$ cat src/rtl/exec_arb_pkg.sv
// Shared widths and the payload struct for the execute->memory arbiter.
// The ROB tag is kept out of exec_pkt_t because its width is a top-level parameter.
package exec_arb_pkg;
  localparam int NUM_EXEC = 4;
  localparam int IDX_W    = 2;
  localparam int DATA_W   = 64;
  localparam int CMD_W    = 10;
  localparam int FLAG_W   = 4;

  typedef struct packed {
    logic [DATA_W-1:0] data;
    logic [CMD_W-1:0]  cmd;
    logic [FLAG_W-1:0] flags;
  } exec_pkt_t;
endpackage

$ cat src/rtl/exec_rr_pick.sv
// Combinational 4-way rotating-priority picker: the search starts at ptr and wraps.
// gnt is one-hot (or zero when req is zero); idx is the granted position.
module exec_rr_pick
  import exec_arb_pkg::*;
(
  input  logic [NUM_EXEC-1:0] req,
  input  logic [IDX_W-1:0]    ptr,
  output logic [NUM_EXEC-1:0] gnt,
  output logic [IDX_W-1:0]    idx
);

  logic             found;
  logic [IDX_W-1:0] pos;

  always_comb begin
    gnt   = '0;
    idx   = '0;
    found = 1'b0;
    pos   = '0;
    for (int i = 0; i < NUM_EXEC; i++) begin
      pos = ptr + IDX_W'(i);
      if (!found && req[pos]) begin
        gnt[pos] = 1'b1;
        idx      = pos;
        found    = 1'b1;
      end
    end
  end

endmodule

$ cat src/rtl/exec_mem_arbiter.sv
// Round-robin arbiter feeding one execute->memory output register from 4 units.
// Optional starvation override is built when EXEC_ARB_STARVE_EN is defined.
module exec_mem_arbiter
  import exec_arb_pkg::*;
#(
  parameter int ROBsize      = 32,
  parameter int ROBsizeLog   = $clog2(ROBsize + 1),
  parameter int STARVE_LIMIT = 8
) (
  input  logic                                 clk_i,
  input  logic                                 reset_i,
  input  logic                                 flush_i,
  input  logic [NUM_EXEC-1:0]                  valid_i,
  output logic [NUM_EXEC-1:0]                  ready_o,
  input  logic [NUM_EXEC-1:0][DATA_W-1:0]      executeVal_i,
  input  logic [NUM_EXEC-1:0][CMD_W-1:0]       executeCommands_i,
  input  logic [NUM_EXEC-1:0][ROBsizeLog-1:0]  executeTag_i,
  input  logic [NUM_EXEC-1:0][FLAG_W-1:0]      executeFlags_i,
  output logic                                 memValid_o,
  input  logic                                 memReady_i,
  output logic [DATA_W-1:0]                    dataToMem_o,
  output logic [CMD_W-1:0]                     commandsToMem_o,
  output logic [ROBsizeLog-1:0]                tagToMem_o,
  output logic [FLAG_W-1:0]                    flagsToMem_o,
  output logic [IDX_W-1:0]                     grantIdx_o
);

  // Handshake: unit k transfers on an edge where valid_i[k] & ready_o[k]; the unit
  // holds valid_i and payload until then. memValid_o/memReady_i follow the same rule.

  logic                  space;
  logic [NUM_EXEC-1:0]   rr_gnt;
  logic [IDX_W-1:0]      rr_idx;
  logic [NUM_EXEC-1:0]   pick_gnt;
  logic [IDX_W-1:0]      pick_idx;
  logic                  transfer;
  logic [IDX_W-1:0]      rr_ptr;
  exec_pkt_t             out_pkt;
  logic [ROBsizeLog-1:0] out_tag;

  if (STARVE_LIMIT < 1) begin : g_starve_limit_must_be_positive
  end

  exec_rr_pick u_pick (
    .req (valid_i),
    .ptr (rr_ptr),
    .gnt (rr_gnt),
    .idx (rr_idx)
  );

`ifdef EXEC_ARB_STARVE_EN
  localparam int WAIT_W = $clog2(STARVE_LIMIT + 1);

  logic [NUM_EXEC-1:0][WAIT_W-1:0] wait_cnt;
  logic [NUM_EXEC-1:0]             starve;
  logic [NUM_EXEC-1:0]             starve_gnt;
  logic [IDX_W-1:0]                starve_idx;

  // Descending scan so the lowest starving index is the one left standing.
  always_comb begin
    starve     = '0;
    starve_gnt = '0;
    starve_idx = '0;
    for (int k = NUM_EXEC - 1; k >= 0; k--) begin
      starve[k] = valid_i[k] && (wait_cnt[k] == WAIT_W'(STARVE_LIMIT));
      if (starve[k]) begin
        starve_gnt = NUM_EXEC'(1) << k;
        starve_idx = IDX_W'(k);
      end
    end
    pick_gnt = (|starve) ? starve_gnt : rr_gnt;
    pick_idx = (|starve) ? starve_idx : rr_idx;
  end

  always_ff @(posedge clk_i or negedge reset_i) begin
    if (!reset_i) begin
      wait_cnt <= '0;
    end else begin
      for (int k = 0; k < NUM_EXEC; k++) begin
        if (!valid_i[k] || ready_o[k])
          wait_cnt[k] <= '0;
        else if (space && !flush_i && (wait_cnt[k] != WAIT_W'(STARVE_LIMIT)))
          wait_cnt[k] <= wait_cnt[k] + WAIT_W'(1);
      end
    end
  end
`else
  assign pick_gnt = rr_gnt;
  assign pick_idx = rr_idx;
`endif

  assign space    = !memValid_o || memReady_i;
  assign ready_o  = (flush_i || !space) ? '0 : pick_gnt;
  assign transfer = |ready_o;

  always_ff @(posedge clk_i or negedge reset_i) begin
    if (!reset_i) begin
      memValid_o <= 1'b0;
      out_pkt    <= '0;
      out_tag    <= '0;
      grantIdx_o <= '0;
      rr_ptr     <= '0;
    end else if (transfer) begin
      memValid_o    <= 1'b1;
      out_pkt.data  <= executeVal_i[pick_idx];
      out_pkt.cmd   <= executeCommands_i[pick_idx];
      out_pkt.flags <= executeFlags_i[pick_idx];
      out_tag       <= executeTag_i[pick_idx];
      grantIdx_o    <= pick_idx;
      rr_ptr        <= pick_idx + IDX_W'(1);
    end else if (flush_i || memReady_i) begin
      memValid_o <= 1'b0;
    end
  end

  assign dataToMem_o     = out_pkt.data;
  assign commandsToMem_o = out_pkt.cmd;
  assign flagsToMem_o    = out_pkt.flags;
  assign tagToMem_o      = out_tag;

endmodule

$ cat config.mk
export PLATFORM = sky130hd
export DESIGN_NAME = exec_mem_arbiter
export DESIGN_NICKNAME = d
export VERILOG_FILES = /design/src/rtl/exec_arb_pkg.sv /design/src/rtl/exec_rr_pick.sv /design/src/rtl/exec_mem_arbiter.sv
export SDC_FILE = /design/constraint.sdc
export NUM_CORES = 1
export LEC_CHECK = 0
export CAP_MARGIN = 20
export CORE_AREA = 2 2 171 173
export DETAILED_ROUTE_END_ITERATION = 7
export DIE_AREA = 0 0 173 175
export PLACE_DENSITY = 0.67
export SETUP_SLACK_MARGIN = 0.3
export SLEW_MARGIN = 20
export SYNTH_ARGS = -nofsm -noshare
export SYNTH_HDL_FRONTEND = slang
export SYNTH_SLANG_ARGS = --single-unit
$ cat constraint.sdc
create_clock -name clk_i -period 9.8 [get_ports clk_i]
set_input_delay 1.47 -clock clk_i [delete_from_list [all_inputs] [get_ports clk_i]]
set_output_delay 1.47 -clock clk_i [all_outputs]
set_load 0.03 [all_outputs]
==> key figures <==
Outcome
  • Status: complete, no violations

STA
  • Measured slew at the worst slew-check pin: 0.923 ns
  • TNS Setup: 0 ns
  • Final Cycle Share: 59.0%
  • Unrepaired setup endpoints after global routing: no
  • Final Hold Vio Count: 0
  • Min Tclk post-route: 5.78 ns
  • Clock Skew: 0.00803 ns
  • Final Max Tran Viols: 0
  • Slew HR: 38.5%
  • FMAX: 0.173 GHz
  • Setup violators final: 0
  • Min Hold Slack: 0.475 ns

Worst setup path
  • Delay-heaviest family, CP: buffers and inverters
  • Crit-path cells: clkdlybuf4s50_1 > mux4_2 > a21o_1 > o21ai_0 > a21oi_1 > nor2_1 > clkdlybuf4s50_1
  • Critical Path Start Type: primary input
  • Reg-to-Reg End: grantIdx_o[0]$_DFFE_PN0P_
  • R2r startpoint: rr_ptr[0]$_DFFE_PN0P_
  • Crit path top cell by count: clkdlybuf4s50_1
  • Crit-path max FO: 13
  • Buf+Inv Stages, Crit Path: 2
  • Max stage delay cell, worst path: mux4_2
  • Crit-path max cell delay: 0.68 ns
  • Crit path arrival time: 4.31 ns
  • CP endpoint kind: output port
  • Critical Path RT: 8.33 ns
  • CP startpoint: valid_i[1]
  • Crit Path Class: in -> out
  • Worst reg2reg setup slack: 5.33 ns
  • FF-to-FF path depth: 9

Worst hold path
  • Cells on Worst Hold Path: 2
  • Hold_sp: dataToMem_o[10]$_DFFE_PN0P_
  • Hold crit path type: reg -> reg
  • Worst hold endpoint: dataToMem_o[10]$_DFFE_PN0P_

Placed design
  • DP HPWL: 19,800 um
  • Port Buffer Count: 434
  • Placer's final routability congestion estimate: 0.881
  • Area after DPL: 0.0111 mm2

Synthesis
  • Largest family of logic cells by synthesized area: simple AND/OR/NAND/NOR gates
  • Seq/Total Area, Yosys: 33.8%
  • Synth top area share: 33.8%
  • Largest area contributor in the netlist: dfrtp_1
  • Mapped cell area: 0.00659 mm2
  • Compound-Gate Fraction of Synth Area: 23.4%
  • Seq cells post-synth: 89
  • Syn Inst Count: 859
  • Avg Inst Size Synth: 7.67 um2
  • Simple-gate share of the synthesized area: 33.4%
  • Post-synthesis cell type count: 40
  • Adder-Cell Fraction of Synth Area: 1.33%
  • Synth top area cells: dfrtp_1 34%, nand2_1 15%, o31ai_1 9.7%
  • Post-Syn Nets: 1,210
  • Warning count from the yosys run: 0
  • XOR/XNOR Fraction of Synth Area: 0.133%
  • Multiplexer share of the synthesized area: 1.80%

Pwr
  • Power density of the placed cells: 344 mW/mm2
  • Leakage power: 4.74 nW
  • Worst vdd rail ir drop: 242 uV

Routing
  • Initial DRC Count: 454
  • WL/cell: 16.4 um
  • Via count: 7,483
  • Total length of routed wires: 26,500 um
  • DRC: 0
  • Detailed Routing Iterations Pass 1: 5
  • Via density: 4.63
  • Final ANT Viol Nets: 0

Floorplan
  • Die Wd: 173 um
  • Placement row count: 62
  • Area of the die: 0.0303 mm2
  • # IOs: 435
  • Initial Util: 23.2%
  • Die Y-Extent: 175 um
  • Area of the core: 0.0284 mm2

Clock tree
  • Cts hold-fix bufs: 0
  • CTS tree: yes
  • Post-CTS Setup Bufs: 0
  • H-tree levels: 3
  • Clock transition at the registers of the reported paths: 0.07 ns
  • Clk Latency, worst-skew pair: 0.34 ns
  • CTS Root Cell: clkbuf_16
  • CTS sink cnt: 89
  • Clock Path Buffers: 2
  • TritonCTS Buffers: 9
  • Post-CTS sizing: 0

Global route
  • Antenna violations before repair: 0
  • Aggregate global-route resource usage: 16.8%
  • Pin count of the biggest net entering global routing: 95
  • Total grt overflow: 0
  • Vias in the first global route: 7,204
  • First-pass GRT wire length: 40,500 um

Finish
  • Fill cells: 2,883
  • Nets: 1,580
  • Share of cells above drive strength 1: 2.76%
  • Area growth syn-to-layout: 73.2%
  • Number of inserted diodes: 0
  • Finished Cell Area: 0.0114 mm2

Run
  • Max Cap Violations: 0
## worst reg2reg max path, cell delays in order, from the launching register on
cell and delay (ns):
dfrtp_1 0.83, inv_1 0.36, ha_1 0.57, mux4_2 0.49, a221o_1 0.32, a22oi_2 0.16
nand2_1 0.13, o41ai_4 0.31, buf_4 0.67, mux2_2 0.51
## stage by stage
step / setup WS, ns / util, % / instances / power (mW)
after floorplan: 5.15 / - / 859 / 2.69
after global placement: 4.12 / 39.1 / 1602 / 3.56
after detailed placement: 4.04 / 39.1 / 1602 / 3.59
after CTS: 4.04 / 40.2 / 1617 / 3.97
after global routing: 3.90 / 40.2 / 1617 / 4.26
final: 4.02 / 40.2 / 1617 / 3.92
## sequential cells by signal, summed over array words and instances, names as in the netlist
name / flops
rr_ptr: 2
tagToMem_o: 6
dataToMem_o: 64
memValid_o: 1
flagsToMem_o: 4
commandsToMem_o: 10
grantIdx_o: 2
## worst max-delay path by stage
stage,to,slack (ns),cells past startpoint
after floorplan,ready_o[1],5.15,7
after global placement,ready_o[1],4.12,7
after detailed placement,ready_o[1],4.04,7
after CTS,ready_o[1],4.04,7
after global routing,ready_o[1],3.90,7
final,ready_o[1],4.02,7
## power breakdown
group	internal, mW	leakage [nW]	switching (mW)
combinational	1.14	3.51	1.74
clock	0.204	0.138	0.158
sequential	0.564	1.09	0.120
total	1.91	4.74	2.01
## layout make-up
type	count	area, um2	share of cell area (%)
Clock inverter	4	53.8	0.472
Multi-Input combinational cell	680	3970	34.8
Tap cell	384	480	4.21
Clock buffer	11	243	2.13
Sequential cell	89	2230	19.5
Inverter	6	22.5	0.197
Timing Repair Buffer	443	4410	38.6
## placed cells by master, fill, tap and decap left out, drive strengths merged, types with 3 or more instances in the layout
cell	synthesis	layout
clkdlybuf4s50	0	433
nand2	264	264
dfrtp	89	89
and2	86	86
and3	86	86
o31ai	85	85
a211oi	84	84
a21oi	13	13
clkbuf	42	11
buf	42	10
o21ai	7	7
ha	7	7
nor2	7	7
inv	6	6
nor2b	6	6
mux2i	4	4
mux2	3	3
## cells by family after synthesis
kind of cell | Yosys count
multiplexers | 9
buffers and inverters | 90
XOR/XNOR | 1
AND/OR/NAND/NOR | 458
AO/OA/AOI/OAI | 205
flip-flops | 89
adder cells (fa/ha/maj) | 7
## Yosys cell counts (all sizes together)
cell type,number
and3,86
nor4bb,1
nor2,7
o32ai,1
nor3,1
o41ai,1
o31ai,85
nand2b,2
o31a,2
a21oi,13
a22oi,2
buf,42
nand2,264
a211o,1
ha,7
xnor2,1
o22ai,1
nor3b,1
o21ai,7
and3b,1
dfrtp,89
nor2b,6
a221o,1
nor4b,2
o32a,2
mux2,3
nor4,1
mux4,2
a211oi,84
a311oi,2
a221oi,1
and2,86
clkbuf,42
a21o,1
mux2i,4
inv,6
o41a,1
## metal layers
| metal | global-route usage (%) | vias up | share of wire (%) |
|---|---|---|---|
| met5 | 0 | - | 0 |
| met3 | 3.76 | 35 | 5.7 |
| met2 | 29.1 | 264 | 50 |
| li1 | - | 3756 | - |
| met4 | 5.26 | 0 | 2.5 |
| met1 | 20.7 | 3428 | 42 |
(Power assumes the default switching activity.)
